<file path="src/rtl/tstate_sequencer.sv">
// T-state sequencer: turns the free-running clock into a prescaled CPU micro-step
// enable and T-state count, with free-run, single-step and HLT-driven halt.
module tstate_sequencer #(
    parameter int NUM_T     = 6,
    parameter int T_WIDTH   = 3,
    parameter int DIV_WIDTH = 8
) (
    input  logic                 clk,
    input  logic                 rst,
    input  logic                 run,
    input  logic                 step,
    input  logic                 halt,
    input  logic                 resume,
    input  logic                 short_cycle,
    input  logic [DIV_WIDTH-1:0] div,
    output logic                 tick,
    output logic [T_WIDTH-1:0]   tstate,
    output logic [NUM_T-1:0]     tstate_onehot,
    output logic                 cycle_start,
    output logic                 busy,
    output logic                 halted,
    output logic                 step_done
);

    typedef enum logic [1:0] {IDLE, RUN, STEP, HALT} state_t;

    state_t               state;
    logic [DIV_WIDTH-1:0] cnt;
    logic [DIV_WIDTH-1:0] div_reg;
    logic                 halt_lat;
    logic                 step_q;
    logic                 last_t;
    logic                 boundary;
    logic [T_WIDTH-1:0]   tstate_nxt;

    assign busy        = (state == RUN) || (state == STEP);
    assign halted      = (state == HALT);
    assign tick        = busy && (cnt == div_reg);
    assign cycle_start = tick && (tstate == '0);
    assign last_t      = (tstate == T_WIDTH'(NUM_T - 1));
    // boundary is only meaningful when qualified by tick
    assign boundary    = tick && (last_t || short_cycle);
    assign tstate_nxt  = (last_t || short_cycle) ? '0 : tstate + T_WIDTH'(1);

    always_ff @(posedge clk) begin
        if (rst) begin
            state         <= IDLE;
            tstate        <= '0;
            tstate_onehot <= NUM_T'(1);
            cnt           <= '0;
            div_reg       <= '0;
            halt_lat      <= 1'b0;
            step_q        <= 1'b0;
            step_done     <= 1'b0;
        end else begin
            step_q    <= step;
            step_done <= 1'b0;

            if (tick) begin
                tstate        <= tstate_nxt;
                tstate_onehot <= NUM_T'(1) << tstate_nxt;
                cnt           <= '0;
                div_reg       <= div;
            end else if (busy) begin
                cnt <= cnt + DIV_WIDTH'(1);
            end

            if (busy && halt)
                halt_lat <= 1'b1;

            case (state)
                IDLE: begin
                    if (run || (step && !step_q)) begin
                        state   <= run ? RUN : STEP;
                        cnt     <= '0;
                        div_reg <= div;
                    end
                end
                RUN: begin
                    // run low mid-instruction lets the instruction finish
                    if (boundary) begin
                        if (halt_lat || halt) begin
                            state    <= HALT;
                            halt_lat <= 1'b0;
                        end else if (!run) begin
                            state <= IDLE;
                        end
                    end
                end
                STEP: begin
                    if (boundary) begin
                        step_done <= 1'b1;
                        if (halt_lat || halt) begin
                            state    <= HALT;
                            halt_lat <= 1'b0;
                        end else begin
                            state <= IDLE;
                        end
                    end
                end
                HALT: begin
                    if (resume)
                        state <= IDLE;
                end
                default: state <= IDLE;
            endcase
        end
    end

endmodule

</file>
<file path="config.mk">
export PLATFORM = sky130hd
export DESIGN_NAME = tstate_sequencer
export DESIGN_NICKNAME = d
export VERILOG_FILES = /design/src/rtl/tstate_sequencer.sv
export SDC_FILE = /design/constraint.sdc
export NUM_CORES = 1
export LEC_CHECK = 0
export CAP_MARGIN = 20
export CORE_ASPECT_RATIO = 1.4
export CORE_MARGIN = 2
export CORE_UTILIZATION = 49
export DETAILED_ROUTE_END_ITERATION = 10
export PLACE_DENSITY = 0.85
export SLEW_MARGIN = 40
export SYNTH_ARGS = -nofsm -noshare
export SYNTH_HDL_FRONTEND = slang
export SYNTH_SLANG_ARGS = --single-unit
</file>
<file path="constraint.sdc">
create_clock -name clk -period 2.2 [get_ports clk]
set_clock_uncertainty 0.1 [all_clocks]
set_input_delay 0.22 -clock clk [delete_from_list [all_inputs] [get_ports clk]]
set_output_delay 0.22 -clock clk [all_outputs]
set_load 0.05 [all_outputs]
</file>
==> results of run 1 <==
cell families after synthesis:
group,after synthesis,synth area share [%]
xor+xnor,16,10.7
simple gates,62,20.9
buf+inv,12,3.78
mux,15,9.87
flops,30,39.5
fa+ha+maj,9,7.40
compound gates,17,7.89
critical path: cells and delay by family (launching register included):
kind | cells | cell delay [ns]
buf+inv | 2 | 0.20
flops | 1 | 0.35
fa+ha+maj | 1 | 0.34
simple gates | 3 | 0.59
what timing repair did:
action / 4_1_cts / 5_1_grt
setup endpoints to repair: 0 / 2
hold endpoints to repair: 0 / 0
gates resized for setup: 0 / 4
through the flow:
stage | total power [mW] | instances | setup slack, ns | setup TNS [ns] | util [%]
6_report | 1.95 | 232 | 0.123 | 0 | 69.1
5_1_grt | 2.06 | 232 | 0.0253 | 0 | 69.1
4_1_cts | 1.94 | 231 | 0.0147 | 0 | 68.4
3_5_place_dp | 1.52 | 225 | 0.0924 | 0 | 65.6
3_3_place_gp | 1.48 | 225 | 0.201 | 0 | 65.6
2_1_floorplan | 1.34 | 161 | -0.0455 | -0.0455 | -
layout by cell type, fill, tap and decap left out, types with 2 or more instances in the layout:
master	n
dfxtp_2	5
clkbuf_8	7
o31ai_1	2
mux2i_1	15
nand2b_1	5
xor2_1	4
inv_1	4
ha_1	8
nand2_1	7
clkdlybuf4s50_1	25
buf_4	5
nor3_1	14
dfxtp_1	25
xnor2_2	3
nor2_1	18
inv_2	2
buf_12	2
xnor2_1	9
nand4_1	2
nor2b_1	2
a21oi_1	7
nand3_1	3
o211ai_1	3
o21ai_0	2
how the worst max path moves through the flow:
stage	start	to	slack [ns]
after floorplan	state[0]$_SDFFE_PP0P_	cycle_start	-0.05
after global placement	state[0]$_SDFFE_PP0P_	div_reg[5]$_SDFF_PP0_	0.20
after detailed placement	state[0]$_SDFFE_PP0P_	div_reg[6]$_SDFF_PP0_	0.09
after CTS	state[0]$_SDFFE_PP0P_	busy	0.01
after global routing	cnt[6]$_SDFF_PP0_	cycle_start	0.03
final	state[0]$_SDFFE_PP0P_	cycle_start	0.12
metal layers:
layer / wire length, um / GRT usage, % / part of all wire, %
met5: 0 / 0 / 0
met4: 106 / 10.8 / 3.4
met3: 139 / 4.27 / 4.4
met2: 1620 / 35.6 / 52
met1: 1270 / 21.9 / 41
power groups by stage:
| stage | registers [mW] | logic [mW] | clock network (mW) |
|---|---|---|---|
| finish | 0.676 | 0.858 | 0.420 |
| global route | 0.687 | 0.928 | 0.450 |
| detailed placement | 0.688 | 0.835 | 0 |
| global placement | 0.683 | 0.799 | 0 |
| CTS | 0.676 | 0.836 | 0.431 |
| floorplan | 0.704 | 0.634 | 0 |
cell type report:
class                      count  area (um2)
fill                         226         898
multi-input combinational    119         896
sequential                    30         607
timing repair buffer          34         354
clock buffer                   6        82.6
tap                           37        46.3
inverter                       6        22.5
==> metrics, run 1 <==
buffer type at the clock tree root=clkbuf_8; Longest Clk Path Bufs=2; hold violation total from the final report=0; number of buffers inserted by post-CTS setup repair=0; number of iterations in the first detailed-routing pass=4; placer's final routability congestion estimate=0.817; Final Cycle Share=94.4%; post-synthesis cell count=161; Worst R2R End=div_reg[6]$_SDFF_PP0_; area added between synthesis and finish=32.0%; total global routing overflow=0; number of levels the H-tree was split into=2; EDFF count, synth=0; count of maximum capacitance violations=0; top-level port count=29; internal power component=1.23 mW; number of distinct standard cells referenced by the synthesized netlist=34; DR iter-0 viols=54; critical path data arrival time=between 1.5 and 2 ns; die outline area=0.00357 mm2; most area-consuming cells after synthesis=dfxtp_1 (39%), mux2i_1 (9.9%), ha_1 (7.4%), xnor2_1 (5.2%), nor3_1 (4.9%); via count=1249; Placeable Area=0.00291 mm2; width of the die=51.1 um; number of nets with antenna violations after routing=0; power per cell area=973 mW/mm2; diode count=0; critical path capture point type=output pin; worst hold slack=about 0.38 ns; HP Start=tstate_onehot[0]$_SDFFE_PP1P_; category of the worst setup path launch point=flip-flop; maximum fanout count along the critical path=9; most instantiated flip-flop cell in the synthesis netlist=dfxtp_1; register area share after synthesis=between 30% and 40%; routed wire length=3140 um; slowest cell on the critical path=dfxtp_2; startpoint of the worst-slack reg-to-reg timing path=state[0]$_SDFFE_PP0P_; clock buffer count from CTS=5; antenna violations before repair=0; Reg2Reg Setup Slack=0.25 ns; CTS sink count=30; hold endpoint=tstate_onehot[0]$_SDFFE_PP1P_; pin count of the biggest net entering global routing=33; syn nets=185; worst max-slew margin expressed relative to the limit=64.3%; number of storage elements in the synthesis netlist=30; hold-fix buffers at CTS=0; Leak Pwr=0.763 nW; Hold/Removal Path Class=reg -> reg; Seq pwr share=34.6%; wire length of the first global-routing pass=5560 um; TritonCTS clock tree=built; Avg Inst Size Synth=9.45 um2; most instantiated cells after synthesis=dfxtp_1 (30), nor2_1 (18), mux2i_1 (15), nor3_1 (15); initial cell density of the core=52.3%; library cell occupying the most area in the post-synthesis netlist=dfxtp_1; Die Height=69.9 um; post-synthesis cell area=approximately 0.0015 mm2; sum of net half-perimeters after detailed placement=2320 um; final design area excluding fillers=0.00201 mm2; DR WL/cell=about 14 um; cell depth of the worst hold path=2; Clk Latency, worst-skew pair=~0.28 ns; worst endpoint required time=1.88 ns; synth warn=0; kind of critical path=reg -> out; nets@finish=220; number of port buffers=28; status=finished, final reports clean; Setup-failing EPs final=0; highest cell delay on the worst timing path=0.35 ns; vias per cell=5.38; total global routing track utilization=between 20% and 30%; unrepaired setup endpoints after global routing=no; Placement Cell Area=between 0.0015 and 0.002 mm2; share of layout cells above drive strength 1=approximately 16%; fmax=481 MHz; number of design rule violations left after detail routing=0; cells along the critical path=inv_2 > ha_4 > nand2_4 > nor3_4 > and3b_2 > buf_12; vias in the first global route=1277; P_sw=723 uW; proportion of register bits with asynchronous set or reset after synthesis=0%; part of the total power dissipated in combinational logic=43.9%; clock-pin slew on the worst setup and hold paths=about 0.05 ns; max-slew violation count=0; shortest period the worst path allows=2.08 ns; top-area cell type share of the netlist area=39.5%; library cell with the highest instance count after synthesis=dfxtp_1; proportion of power drawn by the clock network=approximately 22%; Switching Fraction=a little under two fifths; cell depth of the worst flop-to-flop path=7; number of cell rows=23; Worst Tran Pin Value=0.534 ns; peak supply drop=~720 uV
No activity file was read; power rests on OpenSTA's default activity.
==> inputs of run 2 (changes only) <==
--- a/config.mk
+++ b/config.mk
@@ -9,8 +9,10 @@
 export CORE_ASPECT_RATIO = 1.4
 export CORE_MARGIN = 2
 export CORE_UTILIZATION = 49
+export CTS_CLUSTER_DIAMETER = 100
 export DETAILED_ROUTE_END_ITERATION = 10
 export PLACE_DENSITY = 0.85
+export SETUP_SLACK_MARGIN = 0.4
 export SLEW_MARGIN = 40
 export SYNTH_ARGS = -nofsm -noshare
 export SYNTH_HDL_FRONTEND = slang
==> constraint.sdc (replaced) <==
create_clock -name clk -period 2.6 [get_ports clk]
set_clock_uncertainty 0.1 [all_clocks]
set_input_delay 0.26 -clock clk [delete_from_list [all_inputs] [get_ports clk]]
set_output_delay 0.26 -clock clk [all_outputs]
set_load 0.05 [all_outputs]
==> run 2 against run 1 <==
Clock power down 8.6%. Flip-flop and latch count unchanged. Routed wire length is 3.4% higher. Register-to-register slack better by 0.41 ns. Via count is 0.32% higher. Sequential share of layout area grew 0.41 points. Global-route usage decreased by 0.38 points. Core utilization is 1.2 points lower. Die area unchanged. First-iteration DRC count decreased by 65%. Non-clock buffer count fell by 3. Cell count shrank 0.43%. Largest cell class unchanged. Largest power group unchanged.
==> metrics, run 2 (synthesis gave the netlist of run 1 again) <==
number of design rule violations left after detail routing=0; area used by sequential logic in the layout=604 um2; CP delay by family, top=simple AND/OR/NAND/NOR gates; wire length of the first global-routing pass=5310 um; cell depth of the worst flop-to-flop path=6; sum of net half-perimeters after detailed placement=roughly 2300 um; total buffers and inverters traversed by the critical path=2; placer's final routability congestion estimate=0.850; Placeable Area=0.00291 mm2; total global routing track utilization=between 15 and 20%; total instance count after detailed placement=222; number of port buffers=28; Filler cells=224; status=finished, final reports clean; Final Util=67.9%; number of cell rows=23; diode count=0; Layout Cells excl Fill=roughly 230; total global routing overflow=0; worst max-slew margin expressed relative to the limit=57.9%; number of levels the H-tree was split into=2; max-slew violation count=0; critical path data arrival time=1.73 ns; buffer type at the clock tree root=clkbuf_8; peak supply drop=563 uV; clock buffer count from CTS=5; number of iterations in the first detailed-routing pass=4; die outline area=0.00357 mm2; cells along the critical path=inv_2 > ha_4 > nand2_4 > nor3_4 > and3b_2 > buf_4; Setup-failing EPs final=0; Longest Clk Path Bufs=2; category of the worst setup path launch point=flip-flop; CTS sink count=30; most frequent cells in the layout=dfxtp_1 (27), clkdlybuf4s50_1 (25), nor2_1 (18); DR WL/cell=14.0 um; Clk Latency, worst-skew pair=0.28 ns; Placement Cell Area=0.00186 mm2; Multi-input gate area=~900 um2; Final Cycle Share=80.5%; maximum fanout count along the critical path=9; Worst R2R End=state[1]$_SDFFE_PP0P_; shortest period the worst path allows=2.09 ns; final design area excluding fillers=0.00197 mm2; hold violation total from the final report=0; slowest cell on the critical path=dfxtp_2; Leak Pwr=0.738 nW; critical path capture point type=output pin; setup TNS after final layout=0 ns; number of nets with antenna violations after routing=0; fmax=478 MHz; HP Start=tstate_onehot[0]$_SDFFE_PP1P_; via count=1253; routed wire length=about 3200 um; Reg2Reg Setup Slack=roughly 0.66 ns; highest cell delay on the worst timing path=0.35 ns; most common cell after layout, fill and taps aside=dfxtp_1; nets@finish=217; clock-pin slew on the worst setup and hold paths=0.06 ns; pin count of the biggest net entering global routing=19; width of the die=51.1 um; worst hold slack=~0.38 ns; unrepaired setup endpoints after global routing=no; Die Height=69.9 um; vias in the first global route=1269; hold-fix buffers at CTS=0; TritonCTS clock tree=built; antenna violations before repair=0; count of maximum capacitance violations=0; initial cell density of the core=52.3%; Worst Tran Pin Value=0.632 ns; vias per cell=roughly 5.4; share of layout cells above drive strength 1=14.9%; power per cell area=841 mW/mm2; Hold/Removal Path Class=reg -> reg; DR iter-0 viols=19; cell depth of the worst hold path=2; top-level port count=29; area added between synthesis and finish=29.7%; hold endpoint=tstate_onehot[0]$_SDFFE_PP1P_; worst endpoint required time=2.24 ns; startpoint of the worst-slack reg-to-reg timing path=tstate[1]$_SDFFE_PP0P_; kind of critical path=reg -> out
[run 2: timing repair]
item                                    in CTS  in global routing
endpoints found under the setup margin       2                 10
pin swaps                                    0                  1
buffers inserted                             0                  1
resized for setup                            4                  3
[run 2: final cells by class]
cell class              instances  area share (%)
clock inverters                 1           0.254
repair buffers                 31            15.5
clock buffers                   7            4.38
flip-flops and latches         30            30.6
well taps                      37            2.35
multi-input cells             119            45.7
inverters                       6            1.14
[run 2: metal layers]
| layer | part of all wire (%) | track usage, % | wire length [um] | vias up |
|---|---|---|---|---|
| met5 | 0 | 0 | 0 | - |
| met4 | 2.4 | 12.6 | 78 | 0 |
| met3 | 3.5 | 6.62 | 113 | 8 |
| met2 | 51 | 33.3 | 1670 | 27 |
| met1 | 43 | 20.6 | 1380 | 600 |
| li1 | - | - | - | 618 |
[run 2: worst max path at each step]
stage                                     start               endpoint  slack, ns  cells after the start
final                     state[0]$_SDFFE_PP0P_            cycle_start       0.51                      6
after global routing          cnt[3]$_SDFF_PP0_            cycle_start       0.39                      5
after CTS                     cnt[2]$_SDFF_PP0_  div_reg[6]$_SDFF_PP0_       0.43                      5
after detailed placement      cnt[2]$_SDFF_PP0_                   tick       0.35                      4
after global placement    state[0]$_SDFFE_PP0P_                   tick       0.41                      5
after floorplan           state[0]$_SDFFE_PP0P_            cycle_start       0.31                      6
[run 2: per-stage QoR]
step / setup slack (ns) / power [mW]
after CTS: 0.432 / 1.63
after detailed placement: 0.353 / 1.25
after global routing: 0.391 / 1.75
after global placement: 0.412 / 1.22
final: 0.506 / 1.66
after floorplan: 0.315 / 1.13
[run 2: where the power goes]
group,internal [mW],switching (mW),total (mW)
combinational,0.294,0.410,0.704
clock,0.213,0.171,0.384
sequential,0.519,0.0532,0.572
[run 2: tightest hold or removal path: stages (launching register included)]
cell and delay [ns]:
dfxtp_1 0.33, mux2i_1 0.07, nand2b_1 0.06
